`src/rtl/clint_ctrl.sv`:
```
`default_nettype none
// ============================================================================
// Module   : clint_ctrl
// Purpose  : Core-local interrupt/exception controller. Drives the CSR file's
//            clint write port to sequence trap entry (ECALL, EBREAK, timer
//            interrupt) and MRET, stalls the pipeline while doing so, and
//            issues a single-cycle PC redirect at the end of each sequence.
// Ports    : clk, rst               - clock, async active-high reset
//            inst_*_i, inst_addr_i  - trap/return triggers and PC in execute
//            irq_timer_i            - level timer interrupt request
//            global_int_en_i        - mstatus.MIE
//            csr_mtvec/mepc/mstatus - live CSR values
//            wb_csr_we_i            - competing write-back CSR write
//            csr_we/waddr/wdata_o   - CSR write port
//            hold_flag_o            - pipeline stall request
//            int_jump_o/int_addr_o  - PC redirect strobe and target
// Revision : 1.0 - initial release
// ============================================================================
module clint_ctrl #(
    parameter int          CSR_ADDR_W     = 32,
    parameter logic [31:0] RESET_PC_DUMMY = 32'h0
) (
    input  logic                  clk,
    input  logic                  rst,
    input  logic                  inst_ecall_i,
    input  logic                  inst_ebreak_i,
    input  logic                  inst_mret_i,
    input  logic [31:0]           inst_addr_i,
    input  logic                  irq_timer_i,
    input  logic                  global_int_en_i,
    input  logic [31:0]           csr_mtvec_i,
    input  logic [31:0]           csr_mepc_i,
    input  logic [31:0]           csr_mstatus_i,
    input  logic                  wb_csr_we_i,
    output logic                  csr_we_o,
    output logic [CSR_ADDR_W-1:0] csr_waddr_o,
    output logic [31:0]           csr_wdata_o,
    output logic                  hold_flag_o,
    output logic                  int_jump_o,
    output logic [31:0]           int_addr_o
);

    localparam logic [11:0] c_ADDR_MSTATUS = 12'h300;
    localparam logic [11:0] c_ADDR_MEPC    = 12'h341;
    localparam logic [11:0] c_ADDR_MCAUSE  = 12'h342;

    localparam logic [31:0] c_CAUSE_ECALL  = 32'd11;
    localparam logic [31:0] c_CAUSE_EBREAK = 32'd3;
    localparam logic [31:0] c_CAUSE_TIMER  = 32'h8000_0007;

    typedef enum logic [2:0] {
        S_IDLE      = 3'd0,
        S_W_MEPC    = 3'd1,
        S_W_MSTATUS = 3'd2,
        S_W_MCAUSE  = 3'd3,
        S_M_RESTORE = 3'd4,
        S_JUMP      = 3'd5
    } state_t;

    state_t      state_q;
    logic [31:0] pc_q;
    logic [31:0] cause_q;
    logic        mret_q;     // selects the redirect target in S_JUMP

    logic        w_sync_trig;
    logic        w_irq_take;
    logic        w_trig;
    logic [11:0] w_waddr;

    // Synchronous triggers always win; the interrupt only fires in a cycle
    // with no synchronous trigger so it stays pending behind them.
    assign w_sync_trig = inst_ecall_i | inst_ebreak_i | inst_mret_i;
    assign w_irq_take  = irq_timer_i & global_int_en_i & ~w_sync_trig;
    assign w_trig      = (state_q == S_IDLE) & (w_sync_trig | w_irq_take);

    always_ff @(posedge clk or posedge rst) begin
        if (rst) begin
            state_q <= S_IDLE;
            pc_q    <= 32'h0;
            cause_q <= 32'h0;
            mret_q  <= 1'b0;
        end else begin
            case (state_q)
                S_IDLE: begin
                    if (w_trig) begin
                        pc_q <= inst_addr_i;
                    end
                    if (inst_ecall_i) begin
                        cause_q <= c_CAUSE_ECALL;
                        mret_q  <= 1'b0;
                        state_q <= S_W_MEPC;
                    end else if (inst_ebreak_i) begin
                        cause_q <= c_CAUSE_EBREAK;
                        mret_q  <= 1'b0;
                        state_q <= S_W_MEPC;
                    end else if (inst_mret_i) begin
                        mret_q  <= 1'b1;
                        state_q <= S_M_RESTORE;
                    end else if (w_irq_take) begin
                        cause_q <= c_CAUSE_TIMER;
                        mret_q  <= 1'b0;
                        state_q <= S_W_MEPC;
                    end
                end
                // The CSR file favours the wb port, so a write step only
                // completes in a cycle without a wb write; otherwise repeat.
                S_W_MEPC:    if (!wb_csr_we_i) state_q <= S_W_MSTATUS;
                S_W_MSTATUS: if (!wb_csr_we_i) state_q <= S_W_MCAUSE;
                S_W_MCAUSE:  if (!wb_csr_we_i) state_q <= S_JUMP;
                S_M_RESTORE: if (!wb_csr_we_i) state_q <= S_JUMP;
                S_JUMP:      state_q <= S_IDLE;
                default:     state_q <= S_IDLE;
            endcase
        end
    end

    always_comb begin
        csr_we_o    = 1'b0;
        w_waddr     = 12'h0;
        csr_wdata_o = 32'h0;
        int_jump_o  = 1'b0;
        int_addr_o  = RESET_PC_DUMMY;
        hold_flag_o = w_trig | (state_q != S_IDLE);
        case (state_q)
            S_W_MEPC: begin
                csr_we_o    = 1'b1;
                w_waddr     = c_ADDR_MEPC;
                csr_wdata_o = pc_q;
            end
            S_W_MSTATUS: begin
                // MPIE <= MIE, MIE <= 0
                csr_we_o    = 1'b1;
                w_waddr     = c_ADDR_MSTATUS;
                csr_wdata_o = {csr_mstatus_i[31:8], csr_mstatus_i[3],
                               csr_mstatus_i[6:4], 1'b0, csr_mstatus_i[2:0]};
            end
            S_W_MCAUSE: begin
                csr_we_o    = 1'b1;
                w_waddr     = c_ADDR_MCAUSE;
                csr_wdata_o = cause_q;
            end
            S_M_RESTORE: begin
                // MIE <= MPIE, MPIE <= 1
                csr_we_o    = 1'b1;
                w_waddr     = c_ADDR_MSTATUS;
                csr_wdata_o = {csr_mstatus_i[31:8], 1'b1,
                               csr_mstatus_i[6:4], csr_mstatus_i[7],
                               csr_mstatus_i[2:0]};
            end
            S_JUMP: begin
                int_jump_o = 1'b1;
                int_addr_o = mret_q ? csr_mepc_i
                                    : {csr_mtvec_i[31:2], 2'b00};
            end
            default: ;
        endcase
    end

    assign csr_waddr_o = CSR_ADDR_W'(w_waddr);

endmodule
`default_nettype wire

```
`config.mk`:
```
export PLATFORM = sky130hd
export DESIGN_NAME = clint_ctrl
export DESIGN_NICKNAME = d
export VERILOG_FILES = /design/src/rtl/clint_ctrl.sv
export SDC_FILE = /design/constraint.sdc
export NUM_CORES = 1
export LEC_CHECK = 0
export CAP_MARGIN = 20
export CORE_MARGIN = 1.5
export CORE_UTILIZATION = 36
export DETAILED_ROUTE_END_ITERATION = 10
export GPL_ROUTABILITY_DRIVEN = 0
export GPL_TIMING_DRIVEN = 1
export PLACE_DENSITY = 0.94
export SLEW_MARGIN = 10
export SYNTH_ARGS = -nofsm -noshare
export SYNTH_HDL_FRONTEND = slang
export SYNTH_SLANG_ARGS = --single-unit
```
`constraint.sdc`:
```
create_clock -name clk -period 4.83 [get_ports clk]
set_input_delay 0.966 -clock clk [delete_from_list [all_inputs] [get_ports clk]]
set_output_delay 0.966 -clock clk [all_outputs]
set_load 0.03 [all_outputs]
```
==> results.txt <==
Post-Syn Instances - 270
RSZ-0062 raised after global routing - false
Gate power share - 70.3%
Post-Syn Area per Cell - 10.71 sq um
PD cells - 630.4 nW/um^2
Reg clk slew, reported paths - 80 ps
Vias - 2728
ANT nets after route - 0
CTS Sinks - 39
DRT Pass-1 Iters - 4
Starting utilization of the core area - 37.23%
DRC - 0
Clock skew - 5.513 ps
Minimum clock period - 4130 ps
Area grow syn2layout - 71.79%
Register bit total from synthesis - 39
Final worst slack - 700.5 ps
Worst-path fanout max - 31
Switching pwr - 1394 uW
# IOs - 235
Core area - 7767 sq um
Die width - 92.62 um
Global-route wire length before repair - 13.97 mm
Leak pwr - 0.002029 uW
Async set or reset register ratio after synthesis - 100.0%
Post-synth top area share - 33.75%
Type of the worst min-delay path - reg2reg
Worst Hold Endpoint - pc_q[9]$_DFFE_PP0P_
Area of the mapped netlist - 2892 sq um
Max-Cap Viols - 0
Buf/Inv on CP - 2
Worst path required time - 3860 ps
CTS Hold Buffers Added - 0
Antenna violations before repair - 0
I/O Buffers - 205
Largest net degree at the start of global routing - 34
Part of the power in registers - 20.5%
Critical path's top delay family - simple AND/OR/NAND/NOR gates
Cell Int Power - 1738 uW
Layout Nets - 600
Post-synth top area cell - dfrtp_1
Vias per cell - 4.811
Worst-Margin Slew - 963.3 ps
Final Hold Viols - 0
Critical path class - reg2out
Skew-Pair Late Insertion Delay - 290 ps
Setup TNS Final - 0 ps
Arrival time at the worst endpoint - 3160 ps
WHS Path Cells - 1
Delay of the slowest critical-path stage - 750 ps
CTS tree - done
Slowest stage cell, crit path - dfrtp_1
H-tree Lvls - 2
Ys flop type - dfrtp_1
Drt wl/cell - 15.71 um
Total number of placement rows - 32
Fin crit share - 85.50%
Nature of the critical path startpoint - flip-flop
FF-to-FF Start - state_q[0]$_DFFE_PP0P_
Most common cell in the netlist - dfrtp_1
Vias in the first global route - 2935
Sw Ratio - 44.51%
Post-synth EDFFs - 0
Clock share of power - 9.1%
Crit. End Element - output port
Run status - finished clean
ANT cells - 0
Total congestion overflow - 0
Layout cells sized above 1 - 11.83%
Worst slack, placed - 1039 ps
# fillers - 650
Slew margin rel. - 35.63%
Initial DRC count - 52
HP Start - pc_q[9]$_DFFE_PP0P_
PostCTS Resize Cnt - 0
Drt total wl - 8.907 mm
Synth top area cells - dfrtp_1 34%, mux2_4 15%, mux2i_1 11%, a22o_1 8.2%, buf_4 7.5%
Synth Warn # - 0
Worst path depth - 5
Post-synthesis cell type count - 37
Reg2Reg Setup Slack - 2240 ps
Clock Path Buffers - 2
Final Max Tran Viols - 0
DP Wirelength - 7.249 mm
Die area - 8578 sq um
R2r endpoint - pc_q[0]$_DFFE_PP0P_
Highest clock rate - 242.2 MHz
R2r worst-path depth - 4
Gr usage total - 20.70%
Total CTS buffers - 5
Final setup viols - 0
Setup Fix Bufs, Post-CTS - 0
Cell chain of the critical path - and2b_1 > nand2_1 > inv_1 > and3_1 > clkdlybuf4s50_1
Die height - 92.62 um
Peak VDD IR - 0.0002779 V
Post-synthesis sequential area ratio - 33.75%
Root Buffer - clkbuf_8
Most frequent cells after synthesis - 39 x dfrtp_1, 33 x mux2i_1, 31 x nor2_1, 29 x buf_4, 29 x mux2_4
==> layout make-up <==
type	count	area [sq um]	area share, %
clock buffer	6	82.58	1.662
inverter	4	15.01	0.3023
clock inverter	2	38.79	0.7809
tap	102	127.6	2.569
sequential	39	975.9	19.65
timing repair buffer	209	2082	41.91
multi-input combinational	205	1645	33.12
==> kinds of logic (layout without fill, tap and decap cells) <==
group / count (synthesis) / count (layout) / synth area share, %
muxes: 67 / 67 / 28.43
and+or+nand+nor: 61 / 61 / 10.47
buffers and inverters: 52 / 221 / 12.98
AOI/OAI and AO/OA: 50 / 50 / 14.24
DFF: 39 / 39 / 33.75
other: 1 / 27 / 0.1297
==> per-layer routing <==
| metal | GRT usage [%] | share of wire (%) |
|---|---|---|
| met1 | 21.63 | 36 |
| met5 | 0 | 0 |
| met2 | 40.63 | 55 |
| met4 | 6.944 | 1.9 |
| met3 | 4.105 | 7.0 |
==> flip-flops by register name, indices dropped and copies added (netlist names) <==
register and count:
cause_q 3, pc_q 32, state_q 3, mret_q 1
==> how the worst max path moves through the flow <==
stage	start	to	slack (ps)
after global routing	state_q[0]$_DFFE_PP0P_	int_addr_o[1]	420
after CTS	state_q[0]$_DFFE_PP0P_	int_addr_o[0]	700
after detailed placement	state_q[0]$_DFFE_PP0P_	int_addr_o[1]	1040
after global placement	state_q[0]$_DFFE_PP0P_	int_addr_o[1]	1120
after floorplan	state_q[0]$_DFFE_PP0P_	csr_wdata_o[3]	1890
final	state_q[0]$_DFFE_PP0P_	int_addr_o[0]	700
==> cell usage in the layout (no fill, tap or decap), types with 5 or more instances in the layout <==
master,netlist,routed
nor2_1,31,31
clkbuf_8,0,6
mux2_2,5,5
mux2i_1,33,33
a22o_1,27,27
clkdlybuf4s50_1,0,205
nand2_1,8,8
a21oi_1,5,5
o21ai_0,6,6
mux2_4,29,29
dfrtp_1,39,39
conb_1,1,27
==> stage by stage <==
stage / cells / cell area (sq um) / util, % / power (uW) / hold WS [ps]
floorplan: 296 / 2989 / - / 2183 / 451.0
global placement: 559 / 4846 / 62.39 / 2801 / 492.7
detailed placement: 559 / 4846 / 62.39 / 2863 / 493.9
CTS: 567 / 4967 / 63.95 / 3162 / 518.6
global route: 567 / 4967 / 63.95 / 3307 / 533.7
finish: 567 / 4967 / 63.95 / 3131 / 515.9
==> power groups by stage <==
stage	registers (uW)	clock network [uW]	logic (uW)
after detailed placement	648	0	2220
after global placement	632	0	2170
after CTS	642	298	2220
after global routing	668	307	2330
after floorplan	567	0	1620
final	642	286	2200
(Power assumes the default switching activity.)
